`src/rtl/switch_digit_entry.sv`:
```
// Debounced one-hot switch bank to digit entry buffer with valid/ready code hand-off.
// Each accepted press shifts in one nibble. A full or entered buffer commits to code.
module switch_digit_entry #(
  parameter int unsigned NUM_SW      = 16,
  parameter int unsigned DIGITS      = 4,
  parameter int unsigned DEBOUNCE    = 50,
  parameter bit          AUTO_COMMIT = 1'b1,
  parameter int unsigned ENTER_SW    = 15
) (
  input  logic                  clk,
  input  logic                  rst,
  input  logic [NUM_SW-1:0]     sw,
  output logic [4*DIGITS-1:0]   digits,
  output logic [3:0]            count,
  output logic                  err,
  output logic [4*DIGITS-1:0]   code,
  output logic                  code_valid,
  input  logic                  code_ready
);

  localparam int unsigned W    = 4 * DIGITS;
  localparam int unsigned CntW = $clog2(DEBOUNCE + 1);
  localparam logic [3:0]  Full = 4'(DIGITS);

  typedef enum logic [1:0] {StIdle, StHeld, StBlocked} state_e;

  logic [NUM_SW-1:0] sync1_q, sync2_q, cand_q, stable_q;
  logic [CntW-1:0]   cnt_q;
  state_e            state_q, state_d;
  logic [W-1:0]      digits_q, digits_d, code_q, code_d;
  logic [3:0]        count_q, count_d;
  logic              err_q, err_d, valid_q, valid_d;

  // cand_q tracks the synchronised pattern; it is promoted once it survives DEBOUNCE edges.
  always_ff @(posedge clk or posedge rst) begin
    if (rst) begin
      sync1_q  <= '0;
      sync2_q  <= '0;
      cand_q   <= '0;
      stable_q <= '0;
      cnt_q    <= '0;
    end else begin
      sync1_q <= sw;
      sync2_q <= sync1_q;
      if (sync2_q != cand_q) begin
        cand_q <= sync2_q;
        cnt_q  <= CntW'(1);
      end else if (cnt_q < CntW'(DEBOUNCE - 1)) begin
        cnt_q <= cnt_q + CntW'(1);
      end else if (cnt_q == CntW'(DEBOUNCE - 1)) begin
        stable_q <= cand_q;
        cnt_q    <= CntW'(DEBOUNCE);
      end
    end
  end

  logic [3:0]   idx;
  logic         press, reject, commit_blocked, is_enter;
  logic [W-1:0] shifted;

  always_comb begin
    idx = 4'd0;
    for (int i = 0; i < NUM_SW; i++) begin
      if (stable_q[i]) idx = 4'(i);
    end
  end

  always_comb begin
    state_d  = state_q;
    digits_d = digits_q;
    count_d  = count_q;
    code_d   = code_q;
    valid_d  = valid_q;
    err_d    = 1'b0;
    press    = 1'b0;
    reject   = 1'b0;
    is_enter = (AUTO_COMMIT == 1'b0) && (32'(idx) == ENTER_SW);
    shifted  = W'(digits_q << 4) | W'(idx);
    commit_blocked = valid_q && !code_ready;

    if (valid_q && code_ready) valid_d = 1'b0;

    unique case (state_q)
      StIdle: begin
        if (stable_q != '0) begin
          if ($onehot(stable_q)) begin
            state_d = StHeld;
            press   = 1'b1;
          end else begin
            state_d = StBlocked;
            reject  = 1'b1;
          end
        end
      end
      StHeld, StBlocked: begin
        if (stable_q == '0) state_d = StIdle;
      end
      default: state_d = StIdle;
    endcase

    if (reject) err_d = 1'b1;

    if (press) begin
      if (AUTO_COMMIT) begin
        if (count_q == Full - 4'd1) begin
          if (commit_blocked) begin
            err_d = 1'b1;
          end else begin
            code_d   = shifted;
            valid_d  = 1'b1;
            digits_d = '0;
            count_d  = 4'd0;
          end
        end else begin
          digits_d = shifted;
          count_d  = count_q + 4'd1;
        end
      end else if (is_enter) begin
        if (count_q != 4'd0) begin
          if (commit_blocked) begin
            err_d = 1'b1;
          end else begin
            code_d   = digits_q;
            valid_d  = 1'b1;
            digits_d = '0;
            count_d  = 4'd0;
          end
        end
      end else begin
        // Window mode: the oldest digit falls out once the buffer is full.
        digits_d = shifted;
        count_d  = (count_q == Full) ? count_q : count_q + 4'd1;
      end
    end
  end

  always_ff @(posedge clk or posedge rst) begin
    if (rst) begin
      state_q  <= StIdle;
      digits_q <= '0;
      count_q  <= 4'd0;
      code_q   <= '0;
      valid_q  <= 1'b0;
      err_q    <= 1'b0;
    end else begin
      state_q  <= state_d;
      digits_q <= digits_d;
      count_q  <= count_d;
      code_q   <= code_d;
      valid_q  <= valid_d;
      err_q    <= err_d;
    end
  end

  assign digits     = digits_q;
  assign count      = count_q;
  assign err        = err_q;
  assign code       = code_q;
  assign code_valid = valid_q;

endmodule
```
`config.mk`:
```
export PLATFORM = sky130hd
export DESIGN_NAME = switch_digit_entry
export DESIGN_NICKNAME = d
export VERILOG_FILES = /design/src/rtl/switch_digit_entry.sv
export SDC_FILE = /design/constraint.sdc
export NUM_CORES = 1
export LEC_CHECK = 0
export BUFFER_PORTS_ARGS = -buffer_cell sky130_fd_sc_hd__clkbuf_2
export CAP_MARGIN = 20
export CORE_MARGIN = 4
export CORE_UTILIZATION = 45
export CTS_CLUSTER_SIZE = 12
export DETAILED_ROUTE_END_ITERATION = 16
export SETUP_SLACK_MARGIN = 0.05
export SYNTH_ARGS = -nofsm -noshare
export SYNTH_HDL_FRONTEND = slang
export SYNTH_SLANG_ARGS = --single-unit
```
`constraint.sdc`:
```
create_clock -name clk -period 7.1 [get_ports clk]
set_input_delay 0.355 -clock clk [delete_from_list [all_inputs] [get_ports clk]]
set_output_delay 0.355 -clock clk [all_outputs]
set_load 0.1 [all_outputs]
```
==> results.yml, run 1 <==
outcome:
  status: "finished, final reports clean"
timing:
  relSlewSlack: 0.436
  worst_pin_slew_ps: 846
  setup_ws_ps: 2030
  tns_ps: 0
  drv_slew: 0
  fin_crit_sh: 0.714
  period_needed_ps: 5070
  holdWs_ps: 89.8
  fmax_ghz: 0.197
  finClkSkew_ps: 13.1
  report.final.setup_viol: 0
  hold_viol_final: 0
  rsz0062_at_grt: "false"
hold_path:
  hold_class: "input port to flip-flop"
floorplanning:
  dieHeight_um: 108
  io_pins: 57
  die_area_um2: 11700
  die_w_um: 108
  initial_core_util: 0.462
  core-area_um2: 9770
  rows: 36
synthesis:
  yosysWarnings: 0
  synth_adder_area_share: 0.0748
  synth_top_cell_area_share: 0.609
  syn_area_per_cell_um2: 13.6
  synth_area_leader_cell: "dfrtp_1"
  synth_fp_nets: 373
  synth_area_um2: 4520
  synth_top_family_by_area: "multiplexers"
  synth_cell_types: 43
  synth-main-ff-cell: "dfrtp_1"
  syn-instance-count: 333
  async_flop_share: 1.00
  synth_compound_area_frac: 0.0631
  ys_ff_latch: 110
  yosys.area_share.simple: 0.0645
  synth_mux_area_frac: 0.0975
  synth_edf_count: 0
  synth_xor_area_frac: 0.0388
  ys_seq_area_frac: 0.609
  synth_area_leaders: "dfrtp_1 61%, mux2_2 6.0%, fa_1 4.4%"
finish:
  syn2layout_area_growth_pct: 12.3
  final_common_cell: "dfrtp_1"
  fin_util: 0.519
  most-common-layout-cells: "110 x dfrtp_1, 56 x clkbuf_2, 30 x inv_1, 24 x mux2_2, 17 x xor2_1"
  n_fill_cell: 863
  layout.nets: 421
  n_antenna_cell: 0
  final_cells: 518
  drive_above_1_share: 0.283
job:
  drv_cap: 0
pwr:
  power_frac_seq: 0.642
  power.share.switching: 0.226
  vdd_drop_max_mv: 0.113
  p_leak_uw: 0.00258
  power.density_nw_per_um2: 199
  p_int_uw: 780
  p_sw_uw: 228
  pwr-share-comb: 0.026
  clockPowerShare: 0.332
clock_tree:
  cts_tree: "done"
  cts_buffers: 9
  h-tree-depth: 3
  clock-sinks: 110
  cts.clk_slew.worst_paths_ps: 100
  postCtsSetupRepairBufs: 0
  cts_buffer_depth: 2
  clkLatencyLatePin_ps: 360
  root_buffer: "clkbuf_8"
detailed_routing:
  drt_iter0_drc: 96
  via_per_inst: 4.86
  vias: 2518
  wl_per_cell_um: 13.7
  drtPass1Iterations: 4
  wirelength_um: 7110
  drc: 0
  postRouteAntennaNets: 0
critical_path:
  cp_num_buf_inv: 4
  cp.arrival_ps: 5320
  worstPathRequired_ps: 7350
  crit_top_cell: "fa_1"
  max_stage_delay_ps: 540
  crit_slowest_cell: "fa_1"
  cp-start-kind: "flip-flop"
  crit_type: "flip-flop to flip-flop"
  end_kind: "flip-flop"
  path_delay_family: "adder cells"
  path_cells: "inv_1 -> fa_1 -> inv_1 -> fa_1 -> fa_1 -> inv_1 -> fa_1 -> inv_1 -> ha_1 -> fa_1 -> nor4b_1 -> and4b_1 -> nand2_1 -> mux2_2"
  critical_path.max_fanout: 18
placement:
  preCtsSetupSlack_ps: 2020
  dp_cells: 501
  place.gp.congestion: 0.801
  port_buffers: 56
  dpl.hpwl_um: 5170
grt:
  track_usage: 0.132
  grt_pass1_wl_um: 11900
  grt.overflow.total: 0
  grt_max_degree: 88
  antenna_found_initial: 0
  grt_pass1_vias: 2510
-- cell usage after synthesis, types with 5 or more instances --
cell	n
nor2b_1	5
xor2_1	17
clkbuf_1	18
dfrtp_1	110
nor2_1	13
mux2_2	24
mux2_4	10
a21oi_1	6
ha_1	11
fa_1	10
inv_1	31
nand2_1	13
nor4_1	7
a22o_1	15
-- power by group through the flow --
stage               clock network, uW  logic [uW]  registers, uW
floorplan                           0        17.9            658
global placement                    0        25.2            660
detailed placement                  0        25.3            660
CTS                               349        25.8            648
global route                      382        30.6            649
finish                            335        26.0            647
-- layout make-up --
type | count | area (um^2) | area share
Multi-Input combinational cell | 169 | 1530 | 0.301
Tap cell | 133 | 166 | 0.0328
Sequential cell | 110 | 2750 | 0.542
Inverter | 31 | 119 | 0.0234
Timing Repair Buffer | 60 | 333 | 0.0655
Clock inverter | 5 | 48.8 | 0.00961
Clock buffer | 10 | 128 | 0.0251
-- metrics by stage --
stage	total power (uW)	cell area (um^2)
after floorplan	676	4520
after global placement	685	4860
after detailed placement	685	4860
after CTS	1020	5050
after global routing	1060	5080
final	1010	5080
-- worst reg2reg max path, stage by stage (launching register included) --
cell,delay (ps)
dfrtp_1,400
inv_1,90
fa_1,540
inv_1,50
fa_1,460
fa_1,520
inv_1,50
fa_1,470
inv_1,40
ha_1,190
fa_1,440
nor4b_1,470
and4b_1,390
nand2_1,420
mux2_2,430
-- per-layer routing --
layer / wire length [um] / share of wire / global-route usage / vias up
met5: 0 / 0 / 0 / -
met4: 177 / 0.025 / 0.0667 / 0
met1: 3270 / 0.46 / 0.174 / 1230
li1: - / - / - / 1210
met3: 374 / 0.053 / 0.0316 / 15
met2: 3280 / 0.46 / 0.205 / 63
-- flip-flops by register name, summed over array words and instances (netlist names) --
signal	flops
sync2_q	16
err	1
code_valid	1
cnt_q	6
count	4
code	16
sync1_q	16
cand_q	16
stable_q	16
state_q	2
digits	16
-- timing repair --
item | 4_1_cts | 5_1_grt
resized for setup | 0 | 0
hold buffers | 1 | 0
endpoints found under the hold margin | 23 | 0
-- cell families after synthesis --
family                     after synthesis
DFF                                    110
buffers and inverters                   54
and+or+nand+nor                         54
AOI/OAI and AO/OA                       38
muxes                                   36
adders and majority gates               21
xor gates and xnor gates                20
-- final timing paths --
path / start / end / slack (ps) / cells past startpoint
worst max register to register: stable_q[5]$_DFFE_PP0P_ / count[0]$_DFFE_PP0P_ / 2030 / 14
worst max-delay path: stable_q[5]$_DFFE_PP0P_ / count[0]$_DFFE_PP0P_ / 2030 / 14
worst min register to register: sync1_q[2]$_DFF_PP0_ / sync2_q[2]$_DFF_PP0_ / 350 / 0
worst min-delay path: sw[15] / sync1_q[15]$_DFF_PP0_ / 90 / 1
max in group asynchronous: rst / cand_q[2]$_DFFE_PP0N_ / 5710 / 5
min in group asynchronous: rst / code[5]$_DFFE_PP0P_ / 470 / 3
No activity file was read; power rests on OpenSTA's default activity.
==> run 2: changes to the inputs <==
--- a/config.mk
+++ b/config.mk
@@ -5,6 +5,7 @@
 export SDC_FILE = /design/constraint.sdc
 export NUM_CORES = 1
 export LEC_CHECK = 0
+export ABC_AREA = 1
 export BUFFER_PORTS_ARGS = -buffer_cell sky130_fd_sc_hd__clkbuf_2
 export CAP_MARGIN = 20
 export CORE_MARGIN = 4
==> constraint.sdc (replaced) <==
create_clock -name clk -period 5.2 [get_ports clk]
set_input_delay 0.26 -clock clk [delete_from_list [all_inputs] [get_ports clk]]
set_output_delay 0.26 -clock clk [all_outputs]
set_load 0.1 [all_outputs]
==> run 2 against run 1 <==
Core utilization grew 1.0 points. Maximum frequency grew 7.5%. Register-to-register slack got worse by 1500 ps. Global-route usage increased by 1.3 points. Wire length rose by 12%. Synthesized cell count increased by 39%. Cell area increased by 6.8%. First-iteration DRC count is 49% higher. Synthesized area increased by 3.9%. Die area rose by 3.6%. Total power increased by 53%. Clock-buffer cell count unchanged. Largest power group unchanged. Highest routed layer unchanged.
==> results.yml, run 2 <==
outcome:
  status: "finished, final reports clean"
clock_tree:
  clkLatencyLatePin_ps: 360
  h-tree-depth: 3
  root_buffer: "clkbuf_8"
  cts_tree: "done"
  cts_buffer_depth: 2
  clock-sinks: 110
  cts_buffers: 9
  cts.clk_slew.worst_paths_ps: 110
detailed_routing:
  via_per_inst: 4.64
  routed-wl-met3_um: 409
  drc: 0
  wl_met1_um: 3680
  postRouteAntennaNets: 0
  wirelength_um: 7950
  drt_iter0_drc: 143
  routed.top_layer: "met4"
  vias: 3084
  wl_per_cell_um: 12.0
  route.met2.wl_um: 3760
  drtPass1Iterations: 4
synthesis:
  syn-instance-count: 463
  yosysMostFrequentCell: "dfrtp_1"
  ys_seq_area_frac: 0.586
  synth_fp_nets: 503
  synth_area_um2: 4700
  async_flop_share: 1.00
  synth_area_leaders: "dfrtp_1 59%, inv_1 7.2%, nand2_1 6.8%"
  synthTopCellsByCount: "110 x dfrtp_1, 90 x inv_1, 85 x nand2_1, 35 x o21ai_0, 17 x clkbuf_1"
  ys_ff_latch: 110
  synth_edf_count: 0
  syn_area_per_cell_um2: 10.1
  synth_top_cell_area_share: 0.586
  yosysWarnings: 0
  synth_cell_types: 40
  synth_area_leader_cell: "dfrtp_1"
  synth-main-ff-cell: "dfrtp_1"
grt:
  grt_pass1_vias: 2969
  track_usage: 0.145
  antenna_found_initial: 0
  grt.overflow.total: 0
  grt_max_degree: 59
  grt_pass1_wl_um: 13800
floorplanning:
  initial_core_util: 0.459
  rows: 37
  dieHeight_um: 110
  die_area_um2: 12100
  die_w_um: 110
  core-area_um2: 10200
  io_pins: 57
finish:
  n_antenna_cell: 0
  drive_above_1_share: 0.187
  final_cells: 665
  layout.nets: 564
  final_common_cell: "dfrtp_1"
  syn2layout_area_growth_pct: 15.4
  most-common-layout-cells: "110 x dfrtp_1, 89 x inv_1, 85 x nand2_1, 56 x clkbuf_2, 35 x o21ai_0"
job:
  drv_cap: 0
critical_path:
  critical_path.max_fanout: 13
  crit_type: "flip-flop to flip-flop"
  cp.arrival_ps: 5000
  rr_startpoint: "stable_q[11]$_DFFE_PP0P_"
  cp-start-kind: "flip-flop"
  cp_num_buf_inv: 6
  path_cells: "fa_1 -> inv_1 -> fa_1 -> inv_1 -> fa_1 -> inv_1 -> fa_1 -> inv_1 -> ha_1 -> fa_1 -> nor2_1 -> nand3b_1 -> a211oi_1 -> nand3_2 -> inv_2 -> nand2_1 -> inv_1 -> nand2_1 -> o21ai_0"
  crit_start: "stable_q[11]$_DFFE_PP0P_"
  path_delay_family: "adder cells"
  crit_slowest_cell: "fa_1"
  worstPathRequired_ps: 5480
  end_kind: "flip-flop"
  max_stage_delay_ps: 550
hold_path:
  hold_start: "code_ready"
  hold_class: "input port to flip-flop"
timing:
  finClkSkew_ps: 10.3
  rsz0062_at_grt: "false"
  hold_viol_final: 0
  worst_pin_slew_ps: 708
  tns_ps: 0
  fin_crit_sh: 0.907
  fmax_ghz: 0.212
  drv_slew: 0
  period_needed_ps: 4720
  report.final.setup_viol: 0
  relSlewSlack: 0.528
placement:
  port_buffers: 56
  dp_cells: 632
  dpl.hpwl_um: 5810
  place.gp.congestion: 0.787
pwr:
  vdd_drop_max_mv: 0.208
  power.density_nw_per_um2: 284
  p_leak_uw: 0.00289
run 2: changes by cell type after synthesis, moves of 9 or more:
cell     delta
nand2_1    +72
inv_1      +59
o21ai_0    +31
mux2_2     -24
xor2_1     -16
a22o_1     -15
nand3_1    +12
mux2_4     -10
xnor2_1    +10
o22ai_1     +9
run 2: layout make-up:
class                   count  area (um^2)
fillers                   945         4810
repair buffers             75          465
inverters                  96          368
clock buffers              10          138
multi-input cells         232         1450
well taps                 136          170
flip-flops and latches    110         2750
clock inverters             6         80.1
run 2: cells by family after synthesis:
kind of cell    synth area share
simple gates               0.128
buf+inv                    0.106
compound gates            0.0802
fa+ha+maj                 0.0719
xor+xnor                  0.0261
mux                      0.00213
flops                      0.586
run 2: where the power goes:
part           internal (uW)  switching (uW)
sequential               880            12.7
clock                    244             302
combinational           28.3            75.0
run 2: through the flow:
stage / hold slack, ps / utilization / cell area (um^2) / power [uW] / setup WS (ps)
5_1_grt: 267 / 0.530 / 5420 / 1610 / 190
6_report: 271 / 0.530 / 5420 / 1540 / 482
4_1_cts: 246 / 0.530 / 5420 / 1560 / 475
3_3_place_gp: 331 / 0.492 / 5030 / 1000 / 634
2_1_floorplan: 291 / - / 4700 / 985 / 941
3_5_place_dp: 335 / 0.492 / 5030 / 1010 / 509
run 2: layer usage:
metal | GRT usage | up-vias
met5 | 0 | -
met4 | 0.0554 | 0
met3 | 0.0320 | 8
met2 | 0.226 | 59
met1 | 0.198 | 1487
li1 | - | 1530
run 2: path summary, 6_finish.rpt:
path / end / slack, ps / depth (start not counted)
setup / recovery: digits[2]$_DFFE_PP0P_ / 480 / 19
hold / removal: code_valid$_DFF_PP0_ / 270 / 4
setup reg to reg: digits[2]$_DFFE_PP0P_ / 480 / 19
hold reg to reg: sync2_q[7]$_DFF_PP0_ / 360 / 0
max in group asynchronous: sync1_q[7]$_DFF_PP0_ / 3550 / 4
min in group asynchronous: sync2_q[11]$_DFF_PP0_ / 510 / 3
run 2: what timing repair did:
action	in CTS	in global routing
hold buffers	17	0
gates resized for setup	0	0
hold endpoints to repair	68	0
setup buffers	0	0
run 2: worst min-delay path, cell delays in order:
cell,delay (ps)
clkbuf_2,80
nor2_1,60
inv_1,130
nand2_1,70
